[src/rtl/qtree_pkg.sv]
// rtl/qtree_pkg.sv - shared types and helpers for the quadtree leaf stage
package qtree_pkg;

   localparam int unsigned LEAF_ADDR_W  = 4;
   localparam int unsigned LEAF_KEY_W   = 16;
   localparam int unsigned LEAF_VALUE_W = 16;
   localparam int unsigned LEAF_BYP_W   = 1;

   // Leaf RAM word, MSB to LSB: {valid, key, value}
   typedef struct packed {
      logic                    valid;
      logic [LEAF_KEY_W-1:0]   key;
      logic [LEAF_VALUE_W-1:0] value;
   } leaf_ram_data_t;

   // Per-stage payload travelling alongside the RAM read
   typedef struct packed {
      logic [LEAF_KEY_W-1:0]   lookup_value;
      logic [LEAF_BYP_W-1:0]   bypass;
      logic                    hit;
      logic [LEAF_VALUE_W-1:0] value;
   } stage_pipe_t;

   // Exact match: the entry must be populated and its key identical
   function automatic logic leaf_match(input leaf_ram_data_t entry,
                                       input logic [LEAF_KEY_W-1:0] lookup);
      return entry.valid && (entry.key == lookup);
   endfunction

endpackage

[src/rtl/qtree_sync_fifo.sv]
// rtl/qtree_sync_fifo.sv - show-ahead synchronous FIFO with occupancy count
module qtree_sync_fifo #(
   parameter int WIDTH = 8,
   parameter int DEPTH = 8
) (
   input  logic                     clk_i,
   input  logic                     rst_i,
   input  logic                     push_i,
   input  logic                     pop_i,
   input  logic [WIDTH-1:0]         data_i,
   output logic [WIDTH-1:0]         data_o,
   output logic [$clog2(DEPTH):0]   count_o,
   output logic                     full_o,
   output logic                     empty_o
);

   localparam int PTR_W = $clog2(DEPTH);
   localparam int CNT_W = PTR_W + 1;

   logic [WIDTH-1:0] mem_q [DEPTH];
   logic [PTR_W-1:0] wr_ptr_q, wr_ptr_d;
   logic [PTR_W-1:0] rd_ptr_q, rd_ptr_d;
   logic [CNT_W-1:0] count_q, count_d;

   // Pointer and count update; callers never push when full without a pop
   always_comb begin
      wr_ptr_d = wr_ptr_q;
      rd_ptr_d = rd_ptr_q;
      count_d  = count_q;
      if (push_i) begin
         wr_ptr_d = wr_ptr_q + PTR_W'(1);
      end
      if (pop_i) begin
         rd_ptr_d = rd_ptr_q + PTR_W'(1);
      end
      case ({push_i, pop_i})
         2'b10:   count_d = count_q + CNT_W'(1);
         2'b01:   count_d = count_q - CNT_W'(1);
         default: count_d = count_q;
      endcase
   end

   // Control state register
   always_ff @(posedge clk_i or posedge rst_i) begin
      if (rst_i) begin
         wr_ptr_q <= '0;
         rd_ptr_q <= '0;
         count_q  <= '0;
      end else begin
         wr_ptr_q <= wr_ptr_d;
         rd_ptr_q <= rd_ptr_d;
         count_q  <= count_d;
      end
   end

   // Storage array; contents are don't-care until written
   always_ff @(posedge clk_i) begin
      if (push_i) begin
         mem_q[wr_ptr_q] <= data_i;
      end
   end

   assign data_o  = mem_q[rd_ptr_q];
   assign count_o = count_q;
   assign full_o  = (count_q == CNT_W'(DEPTH));
   assign empty_o = (count_q == '0);

endmodule

[src/rtl/qtree_leaf.sv]
// rtl/qtree_leaf.sv - leaf RAM read, exact-match compare and result queue
module qtree_leaf
   import qtree_pkg::*;
#(
   parameter int ADDR_WIDTH   = LEAF_ADDR_W,
   parameter int KEY_WIDTH    = LEAF_KEY_W,
   parameter int VALUE_WIDTH  = LEAF_VALUE_W,
   parameter int BYPASS_WIDTH = LEAF_BYP_W,
   parameter int FIFO_DEPTH   = 8,
   parameter int AF_MARGIN    = 3
) (
   input  logic                               clk_i,
   input  logic                               rst_i,
   input  logic [ADDR_WIDTH-1:0]              mm_ram_addr_i,
   input  logic [KEY_WIDTH+VALUE_WIDTH:0]     mm_ram_data_i,
   input  logic                               mm_ram_write_i,
   input  logic [KEY_WIDTH-1:0]               in_lookup_value_i,
   input  logic [ADDR_WIDTH-1:0]              in_addr_i,
   input  logic [BYPASS_WIDTH-1:0]            in_bypass_i,
   input  logic                               in_valid_i,
   output logic                               out_hit_o,
   output logic [VALUE_WIDTH-1:0]             out_value_o,
   output logic [BYPASS_WIDTH-1:0]            out_bypass_o,
   output logic                               out_valid_o,
   input  logic                               out_ready_i,
   output logic [$clog2(FIFO_DEPTH):0]        fill_level_o,
   output logic                               almost_full_o,
   output logic                               overflow_o
);

   localparam int RAM_DEPTH = 1 << ADDR_WIDTH;
   localparam int CNT_W     = $clog2(FIFO_DEPTH) + 1;
   localparam int FIFO_W    = 1 + VALUE_WIDTH + BYPASS_WIDTH;
   localparam int AF_LEVEL  = FIFO_DEPTH - AF_MARGIN;

   leaf_ram_data_t ram_q [RAM_DEPTH];
   leaf_ram_data_t rd_data_q, rd_data_d;

   logic        s1_valid_q, s1_valid_d;
   stage_pipe_t s1_q, s1_d;
   logic        s2_valid_q, s2_valid_d;
   stage_pipe_t s2_q, s2_d;
   logic        overflow_q, overflow_d;

   logic              fifo_push;
   logic              fifo_pop;
   logic [FIFO_W-1:0] fifo_wdata;
   logic [FIFO_W-1:0] fifo_rdata;
   logic [CNT_W-1:0]  fifo_count;
   logic              fifo_full;
   logic              fifo_empty;
   logic [CNT_W:0]    af_sum;
   logic              unused_stage_bits;

   // Leaf RAM write port; not reset, software initialises every entry
   always_ff @(posedge clk_i) begin
      if (mm_ram_write_i) begin
         ram_q[mm_ram_addr_i] <= mm_ram_data_i;
      end
   end

   // Read port sees the array before this edge's write, so a same-address
   // collision returns the old word
   always_comb begin
      rd_data_d = rd_data_q;
      if (in_valid_i) begin
         rd_data_d = ram_q[in_addr_i];
      end
   end

   // Registered read data, aligned with stage 1
   always_ff @(posedge clk_i) begin
      rd_data_q <= rd_data_d;
   end

   // Stage 1 captures the request, stage 2 captures the compare result
   always_comb begin
      s1_valid_d = in_valid_i;
      s1_d       = s1_q;
      if (in_valid_i) begin
         s1_d.lookup_value = in_lookup_value_i;
         s1_d.bypass       = in_bypass_i;
         s1_d.hit          = 1'b0;
         s1_d.value        = '0;
      end

      s2_valid_d = s1_valid_q;
      s2_d       = s2_q;
      if (s1_valid_q) begin
         s2_d.lookup_value = s1_q.lookup_value;
         s2_d.bypass       = s1_q.bypass;
         s2_d.hit          = leaf_match(rd_data_q, s1_q.lookup_value);
         s2_d.value        = s2_d.hit ? rd_data_q.value : '0;
      end
   end

   // Pipeline registers; in-flight requests are discarded on reset
   always_ff @(posedge clk_i or posedge rst_i) begin
      if (rst_i) begin
         s1_valid_q <= 1'b0;
         s1_q       <= '0;
         s2_valid_q <= 1'b0;
         s2_q       <= '0;
      end else begin
         s1_valid_q <= s1_valid_d;
         s1_q       <= s1_d;
         s2_valid_q <= s2_valid_d;
         s2_q       <= s2_d;
      end
   end

   // A full FIFO still takes a result when a pop frees the slot this cycle;
   // otherwise the result is dropped and the loss is remembered
   always_comb begin
      fifo_pop   = ~fifo_empty & out_ready_i;
      fifo_push  = s2_valid_q & (~fifo_full | fifo_pop);
      fifo_wdata = {s2_q.hit, s2_q.value, s2_q.bypass};
      overflow_d = overflow_q | (s2_valid_q & fifo_full & ~fifo_pop);
   end

   // Sticky drop flag
   always_ff @(posedge clk_i or posedge rst_i) begin
      if (rst_i) begin
         overflow_q <= 1'b0;
      end else begin
         overflow_q <= overflow_d;
      end
   end

   qtree_sync_fifo #(
      .WIDTH (FIFO_W),
      .DEPTH (FIFO_DEPTH)
   ) u_fifo (
      .clk_i   (clk_i),
      .rst_i   (rst_i),
      .push_i  (fifo_push),
      .pop_i   (fifo_pop),
      .data_i  (fifo_wdata),
      .data_o  (fifo_rdata),
      .count_o (fifo_count),
      .full_o  (fifo_full),
      .empty_o (fifo_empty)
   );

   // Occupancy plus results still in the pipe, so upstream stops early
   // enough that nothing already issued can be lost
   always_comb begin
      af_sum = {1'b0, fifo_count} + (CNT_W + 1)'(s1_valid_q) + (CNT_W + 1)'(s2_valid_q);
   end

   assign almost_full_o = (af_sum >= (CNT_W + 1)'(AF_LEVEL));
   assign fill_level_o  = fifo_count;
   assign overflow_o    = overflow_q;
   assign out_valid_o   = ~fifo_empty;

   // Head fields are forced to zero while empty so reset shows clean outputs
   assign out_hit_o    = out_valid_o & fifo_rdata[FIFO_W-1];
   assign out_value_o  = out_valid_o ? fifo_rdata[FIFO_W-2:BYPASS_WIDTH] : '0;
   assign out_bypass_o = out_valid_o ? fifo_rdata[BYPASS_WIDTH-1:0] : '0;

   // Struct fields carried for uniformity but not consumed at their stage
   assign unused_stage_bits = ^{s1_q.hit, s1_q.value, s2_q.lookup_value};

endmodule

[config.mk]
export PLATFORM = sky130hd
export DESIGN_NAME = qtree_leaf
export DESIGN_NICKNAME = d
export VERILOG_FILES = /design/src/rtl/qtree_pkg.sv /design/src/rtl/qtree_sync_fifo.sv /design/src/rtl/qtree_leaf.sv
export SDC_FILE = /design/constraint.sdc
export NUM_CORES = 1
export LEC_CHECK = 0
export CORE_MARGIN = 5
export CORE_UTILIZATION = 43
export CTS_BUF_LIST = sky130_fd_sc_hd__clkbuf_8
export CTS_CLUSTER_DIAMETER = 30
export DETAILED_ROUTE_END_ITERATION = 16
export SYNTH_ARGS = -nofsm -noshare
export SYNTH_HDL_FRONTEND = slang
export SYNTH_SLANG_ARGS = --single-unit
[constraint.sdc]
create_clock -name clk_i -period 4.06 [get_ports clk_i]
set_clock_uncertainty 0.15 [all_clocks]
set_input_delay 0.812 -clock clk_i [delete_from_list [all_inputs] [get_ports clk_i]]
set_output_delay 0.812 -clock clk_i [all_outputs]
set_load 0.01 [all_outputs]
# Yosys cells after proc, flatten, opt, wreduce, memory -nomap -nowiden
# Memories as Yosys holds them, arrays and structs flattened. A register that Yosys moved wholly into a read port is not among the register bits.
# Cells that the tools add are included.
[totals]
inputBits = 63
ram_bits = 672
out_inout_bits = 25
register_bits = 48
n_memories = 2
[mem_list]
columns = ["name", "depth", "width", "rd", "rd_ports_with_merged_regs", "wr", "line_no", "source"]
rows = [
  ["ram_q", 16, 33, 1, 1, 1, "qtree_leaf.sv:36", "leaf_ram_data_t ram_q [RAM_DEPTH];"],
  ["u_fifo.mem_q", 8, 18, 1, 0, 1, "qtree_sync_fifo.sv:20", "logic [WIDTH-1:0] mem_q [DEPTH];"],
]
[op_classes]
order_cmp = 1
n_eq_ne = 4
mux = 8
n_reduce_logical = 3
add_sub_neg = 6
n_bitwise = 10
[ops]
columns = ["operator", "n"]
rows = [
  ["two-way mux 16 bit", 2],
  ["== test 16 bit", 1],
  ["one-hot mux 4 bit (2 select lines)", 1],
  ["adder 3 x 1 -> 3 bit (second input constant)", 2],
  ["adder 4 x 1 -> 5 bit", 1],
  ["adder 5 x 1 -> 5 bit", 1],
  ["AND 1 bit", 5],
  ["greater-or-equal comparator 5 x 3 -> 1 bit (second input constant)", 1],
  ["two-way mux 1 bit", 5],
  ["adder 4 x 1 -> 4 bit (second input constant)", 1],
  ["== test 4 bit (second input constant)", 1],
  ["zero test 4 bit", 1],
  ["subtractor 4 x 1 -> 4 bit (second input constant)", 1],
  ["inverter 1 bit", 3],
  ["== test 2 x 1 -> 1 bit (second input constant)", 1],
  ["== test 2 bit (second input constant)", 1],
  ["OR 1 bit", 2],
  ["nonzero test 2 bit", 1],
  ["logical AND 1 bit", 1],
]

# Logic depth before layout (Yosys ltp)
# Gate-level depths: netlist (run 1).
[depth]
depth_word = 7
depth_mapped = 8
ltp_nobuf = 7

# By module
# Synthesis (run 1) repeated with hierarchy kept, for this count alone.
[hier_totals]
hier_cells = 1306
area_unflattened_um2 = 28881.4
[modules_own_cells]
columns = ["module", "instances", "area_per_inst_um2", "cells_per_inst"]
rows = [
  ["qtree_leaf", 1, 22744.3, 1037],
  ["qtree_sync_fifo", 1, 6137.1, 269],
]

# Least setup slack after synthesis (run 1)
# OpenSTA, ideal clock, no wires.
[synth_timing]
kind = "input port to flip-flop"
startpoint = "input mm_ram_addr_i[3]"
endpoint = "memory ram_q[0][0] (netlist name) (enable)"
path_stages = 2
setup_time_ns = 0.465
arrival_time_ns = 3.597
slack_ns = -0.152
required_ns = 3.445
path_cell_list = "or3b_2 nor3_1"
[synth_lines]
columns = ["element", "line_no", "source"]
rows = [
  ["start, declared", "qtree_leaf.sv:14", "input logic [ADDR_WIDTH-1:0] mm_ram_addr_i,"],
  ["end, declared", "qtree_leaf.sv:36", ""],
]
# Straight into the memory's write port.

# Final worst setup path (run 1)
[layout_timing]
startpoint = "register u_fifo.count_q[0] (netlist: u_fifo.count_o[0])"
endpoint = "output almost_full_o"
[layout_between]
elab_chain_cells = 3
[layout_rtl]
columns = ["element", "line_no", "source"]
rows = [
  ["start, declared", "qtree_sync_fifo.sv:23", "logic [CNT_W-1:0] count_q, count_d;"],
  ["start signal, assigned", "qtree_sync_fifo.sv:52", "count_q <= count_d;"],
  ["adder 4 x 1 -> 5 bit", "qtree_leaf.sv:148", "af_sum = {1'b0, fifo_count} + (CNT_W + 1)'(s1_valid_q) + (CNT_W + 1)'(s2_valid_q);"],
  ["adder 5 x 1 -> 5 bit", "qtree_leaf.sv:148", ""],
  ["greater-or-equal comparator 5 x 3 -> 1 bit", "qtree_leaf.sv:151", "assign almost_full_o = (af_sum >= (CNT_W + 1)'(AF_LEVEL));"],
  ["end, declared", "qtree_leaf.sv:27", "output logic almost_full_o,"],
]
# Every way passes these cells.

==> results of run 1 <==
[layout make-up]
type / count / share of cell area (%)
diodes: 3 / 0.0220
clock buffers: 150 / 6.04
clock inverters: 115 / 2.99
inverters: 8 / 0.0879
multi-input cells: 493 / 18.1
flip-flops and latches: 753 / 65.5
well taps: 864 / 3.16
repair buffers: 141 / 4.13
[routing by layer]
layer | routed length, um | vias to the layer above | global-route usage, % | part of all wire, %
li1 | - | 6009 | - | -
met1 | 25500 | 7141 | 22.6 | 41
met2 | 31400 | 390 | 29.5 | 51
met3 | 3250 | 106 | 4.22 | 5.3
met4 | 1220 | 6 | 5.63 | 2.0
met5 | 46 | - | 0 | 0.075
[power breakdown]
group,internal (mW),total [mW],switching (mW)
clock,4.47,7.76,3.29
combinational,1.19,2.42,1.23
sequential,8.86,9.03,0.179
[through the flow]
stage | worst slack, ns | utilization [%] | hold slack (ns) | std cells
6_report | 0.254 | 51.7 | 0.226 | 2527
5_1_grt | 0.00220 | 51.7 | 0.214 | 2526
4_1_cts | 0.0433 | 51.7 | 0.168 | 2524
3_5_place_dp | 0.762 | 47.0 | 0.326 | 2259
3_3_place_gp | 0.778 | 47.0 | 0.309 | 2259
2_1_floorplan | 0.151 | - | 0.250 | 1324
[layout by cell type, fill, tap and decap left out, types with 22 or more instances in the layout]
master           synthesis  final
edfxtp_1               705    705
buf_4                    8     43
mux4_2                 168    168
clkbuf_8                 0    151
clkdlybuf4s50_1          0     83
inv_1                    8     35
nand2b_1                22     22
nor2_1                  39     26
nand2_1                 54     54
a22oi_1                 67     67
dfrtp_1                 48     45
[cell families after synthesis]
group	share of synthesized area, %
muxes	14.4
AOI/OAI and AO/OA	3.01
buffers and inverters	1.31
DFF	77.8
xor gates and xnor gates	0.518
adders and majority gates	0.244
and+or+nand+nor	2.73
[synthesized netlist by cell type, drive strengths merged (3+ instances only)]
cell	n
ha	4
mux2	16
buf	38
nor2	39
mux2i	18
nor4	3
xor2	10
dfrtp	48
o31ai	16
nand3	18
xnor2	7
edfxtp	705
a31oi	3
nor2b	8
mux4	168
nor3	8
nand3b	3
nand2b	22
clkbuf	32
a21oi	3
o21ai	6
a22oi	67
inv	8
nand2	54
[flip-flops by register name, summed over array words and instances (netlist names)]
| register | flops |
|---|---|
| fifo_wdata | 18 |
| overflow_o | 1 |
| ram_q | 528 |
| rd_data_q | 33 |
| s1_q | 17 |
| s1_valid_q | 1 |
| s2_valid_q | 1 |
| u_fifo.count_o | 4 |
| u_fifo.mem_q | 144 |
| u_fifo.rd_ptr_q | 3 |
| u_fifo.wr_ptr_q | 3 |
[critical path, delay by kind of cell, from the launching register on]
| kind | cells | cell delay [ns] |
|---|---|---|
| buffers and inverters | 1 | 0.31 |
| AOI/OAI and AO/OA | 2 | 0.28 |
| adders and majority gates | 2 | 0.74 |
| DFF | 1 | 0.48 |
| and+or+nand+nor | 2 | 0.27 |
[worst max-delay path by stage]
| stage | from | to | slack [ns] | depth (start not counted) |
|---|---|---|---|---|
| after floorplan | mm_ram_addr_i[3] | ram_q[4][0] | 0.15 | 2 |
| after global routing | u_fifo.count_o[0] | almost_full_o | 0.002 | 7 |
| after global placement | u_fifo.count_o[0] | almost_full_o | 0.78 | 7 |
| final | u_fifo.count_o[0] | almost_full_o | 0.25 | 7 |
| after detailed placement | u_fifo.count_o[0] | almost_full_o | 0.76 | 7 |
| after CTS | u_fifo.rd_ptr_q[0] | out_value_o[11] | 0.04 | 5 |
==> out/qor.txt, run 1 <==
Slew Viols, Final = 0
Setup CP Type = flip-flop to output pin
Num CTS Buffers = 146
Post-synth EDFFs = 705
Final setup vio count = 0
Fin nets = 1611
CTS Buffer Depth = 3
Hold buffers post-CTS = 0
Buffers on Ports = 87
Top cells by area, synth = edfxtp_1, mux4_2, dfrtp_1, a22oi_1, nand2_1
Io pins = 88
Post-synth ARST share = 6.37%
Core box area = 66100 sq um
Startpoint Class = flip-flop
Overall Power = 19.2 mW
#FFs+latches synth = 753
Vias/cell = 5.40
Top-area cell type share of the netlist area = 73.6%
RSZ-0062 raised after global routing = false
Buffer count from post-CTS setup fixing = 0
Worst-path clk slew = 0.05 ns
CTS root buffer = clkbuf_8
Syn Nets = 1392
Worst Reg2Reg Path Length in Cells = 5
Worst vdd ir = 0.402 mV
Worst skew pair latency = 0.77 ns
R2R Path Start = s1_valid_q
Clk sink count = 753
Status = completed
Critical-path cell list = fa_1, ha_1, nor2_1, nand3b_1, o21ai_0, a22oi_1, dlygate4sd2_1
# H-tree levels = 4
Post-DRT Antenna Nets = 0
CP max stage delay = 0.48 ns
Synthesized netlist cell count = 1324
Initial Util = 43.5%
FF-to-FF End = fifo_wdata[17]
Ys Warns = 0
HPWL after detailed placement = 35.4 mm
Synth Cell Area = 28800 sq um
First-pass GRT wire length = 93.2 mm
Full die area = 72200 sq um
DR WL/cell = 24.3 um
Fin. Hold Viols = 0
Share of layout cells above drive strength 1 = 30.3%
Reg area = 22400 sq um
Setup TNS = 0 ns
Clock tree from TritonCTS = built
Cell leakage power = 11.3 nW
Crit share post-route = 93.7%
Initial antenna violation count = 7
Max_slew headroom = 36.1%
Vias in the first global route = 15000
FF-to-FF setup slack = 1.52 ns
FILL cells = 5232
Worst min-delay path class = input pin to async pin
Multi-input combinational cell area = 6170 sq um
Total GRT Usage = 17.5%
Placer Congestion = 0.747
Slew @ Worst Pin = 0.958 ns
Synth cell types = 49
# DRC = 0
Register area share after synthesis = 77.8%
Total Wirelength = 61.4 mm
Crit. End Element = output pin
Fin area = 34200 sq um
Synth area leader = edfxtp_1
Worst path slowest cell = dfrtp_2
Synthesis-to-layout area growth = 18.8%
Initial DRC count = 1007
Via Count = 13700
CP required = 3.10 ns
Die height = 269 um
Die Wd = 269 um
Fmax = 263 MHz
Synthesized area per cell = 21.7 sq um
Final Critical Period = 3.81 ns
Num rows = 94
First-pass DRT Iterations = 7
Predominant post-synthesis flop cell = edfxtp_1
Congestion Overflow GR = 0
CP Data Arrival Time = 2.84 ns
Pin count of the biggest net entering global routing = 44
Placed cell areas = 31100 sq um
Maxcap violations = 0
Power Density = 562 nW/um^2
Crit-path max FO = 11
Post-CTS resize count = 3
No activity file was read; power rests on OpenSTA's default activity.
==> run 2, diff against run 1 <==
HOLD_SLACK_MARGIN = 0.15   (was unset)
PLACE_DENSITY_LB_ADDON = 0.25   (was unset)
==> run 2 against run 1 <==
Clock power decreased by 0.6%. Maximum frequency decreased by 2.2%. Total power increased by 0.22%. Final area increased by 0.18%. Setup slack got worse by 0.087 ns. Utilization increased by 0.091 points. Sequential share of layout area decreased by 0.11 points. Flip-flop and latch count unchanged. Hold slack improved by 0.092 ns. First-iteration DRC count increased by 9.1%. Die area unchanged. Largest power group unchanged.
==> out/qor.txt, run 2 (synthesized netlist as in run 1, its figures left out) <==
Worst min-delay path class = flip-flop to flip-flop
Setup CP Type = flip-flop to output pin
HPWL after detailed placement = 33.2 mm
Fin. Hold Viols = 0
Clk sink count = 753
Power Density = 563 nW/um^2
Total Wirelength = 62.0 mm
Maxcap violations = 0
Switching Share = 23.9%
CP Data Arrival Time = 2.93 ns
Pint = 14.6 mW
# H-tree levels = 4
Worst-path clk slew = 0.05 ns
Setup TNS = 0 ns
Num rows = 94
Total GRT Usage = 17.4%
Max reg flops = 528
Congestion Overflow GR = 0
Final setup vio count = 0
Crit. End Element = output pin
Cell leakage power = 11.4 nW
Pre-CTS setup slack = 0.777 ns
Vias in the first global route = 14800
Die height = 269 um
Via Count = 13900
Worst skew pair latency = 0.75 ns
CTS Buffer Depth = 3
Fmax = 257 MHz
Initial DRC count = 1099
Sequential power share = 47.0%
Largest regs = ram_q x528, u_fifo.mem_q x144, rd_data_q x33
Synthesis-to-layout area growth = 19.0%
Commonest non-fill, non-tap cell in the layout = edfxtp_1
Crit-path max FO = 14
Placer Congestion = 0.728
Most frequent cells in the layout = edfxtp_1, mux4_2, clkbuf_8
Core box area = 66100 sq um
Post-DRT Antenna Nets = 0
Slew @ Worst Pin = 1.19 ns
Post-route setup slack = 0.167 ns
Pin count of the biggest net entering global routing = 44
Worst vdd ir = 0.346 mV
Die Wd = 269 um
Final Critical Period = 3.89 ns
DR WL/cell = 24.5 um
Status = completed
Startpoint Class = flip-flop
Vias/cell = 5.49
Fin nets = 1620
CP required = 3.10 ns
Net load switching power = 4.61 mW
Logic pwr share = 13.0%
Hold buffers post-CTS = 0
First-pass DRT Iterations = 7
Full die area = 72200 sq um
Initial antenna violation count = 6
First-pass GRT wire length = 92.3 mm
Num CTS Buffers = 145
Placed cell areas = 31100 sq um
Max_slew headroom = 19.8%
Slew Viols, Final = 0
# DRC = 0
Clock tree from TritonCTS = built
Fin area = 34200 sq um
RSZ-0062 raised after global routing = false
Io pins = 88
Buffers on Ports = 87
CTS root buffer = clkbuf_8
Clk pwr share = 40.0%
Top reg by flops = ram_q
Crit share post-route = 95.9%
Initial Util = 43.5%
FF-to-FF setup slack = 1.51 ns
Share of layout cells above drive strength 1 = 30.7%
==> run 2: cell types whose count changed in the layout (fill, tap and decap cells not counted), moves of 3 or more <==
| cell | delta |
|---|---|
| buf_4 | +9 |
| inv_8 | -3 |
| clkinvlp_4 | -5 |
| clkinv_2 | +8 |
| clkinv_1 | -4 |
| clkinv_4 | -4 |
==> run 2: worst paths after layout <==
path	to	startpoint	cells past startpoint
hold / removal	overflow_o	overflow_o	1
min in group asynchronous	u_fifo.wr_ptr_q[2]	rst_i	2
setup / recovery	almost_full_o	s2_valid_q	7
hold reg to reg	overflow_o	overflow_o	1
max in group asynchronous	s1_q[24]	rst_i	3
setup reg to reg	u_fifo.count_o[1]	u_fifo.count_o[0]	8
==> run 2: per-layer routing <==
| layer | track usage [%] | share of wire, % | vias up | wire, um |
|---|---|---|---|---|
| met5 | 0 | 0.044 | - | 27 |
| met4 | 5.78 | 1.9 | 4 | 1180 |
| met3 | 3.78 | 5.6 | 103 | 3480 |
| met2 | 29.1 | 51 | 405 | 31600 |
| met1 | 23.0 | 41 | 7383 | 25700 |
| li1 | - | - | 6009 | - |
==> run 2: final cells by class <==
type	instances	area, sq um
clock inverter	110	963
clock buffer	151	2080
antenna	4	10.0
sequential	753	22400
multi-input combinational	493	6170
fill	5288	31900
tap	864	1080
timing repair buffer	151	1510
inverter	8	30.0
==> run 2: critical path, cell delays in order (launching register included) <==
cell and delay [ns]:
dfrtp_2 0.50, fa_1 0.41, ha_1 0.30, nor2_2 0.13
nand3b_1 0.09, o21ai_0 0.16, a22oi_1 0.10, clkdlybuf4s50_1 0.50
==> run 2: metrics by stage <==
stage / std cells / util, % / hold WS, ns / power (mW)
6_report: 2534 / 51.8 / 0.317 / 19.3
5_1_grt: 2532 / 51.8 / 0.332 / 20.1
3_5_place_dp: 2257 / 47.0 / 0.308 / 11.7
3_3_place_gp: 2257 / 47.0 / 0.307 / 11.6
2_1_floorplan: 1324 / - / 0.250 / 10.6
4_1_cts: 2519 / 51.6 / 0.305 / 19.4
==> run 2: power by group through the flow <==
stage / clock network, mW / registers, mW / logic, mW
final: 7.71 / 9.05 / 2.50
after global routing: 8.30 / 9.08 / 2.72
after CTS: 7.91 / 9.08 / 2.44
after detailed placement: 0 / 9.24 / 2.41
after global placement: 0 / 9.22 / 2.39
after floorplan: 0 / 9.11 / 1.51
==> run 2: timing repair <==
item / CTS / global route
pin swaps: 0 / 0
gates resized for setup: 3 / 1
endpoints found under the setup margin: 4 / 4
hold endpoints to repair: 0 / 0
setup buffers: 1 / 11
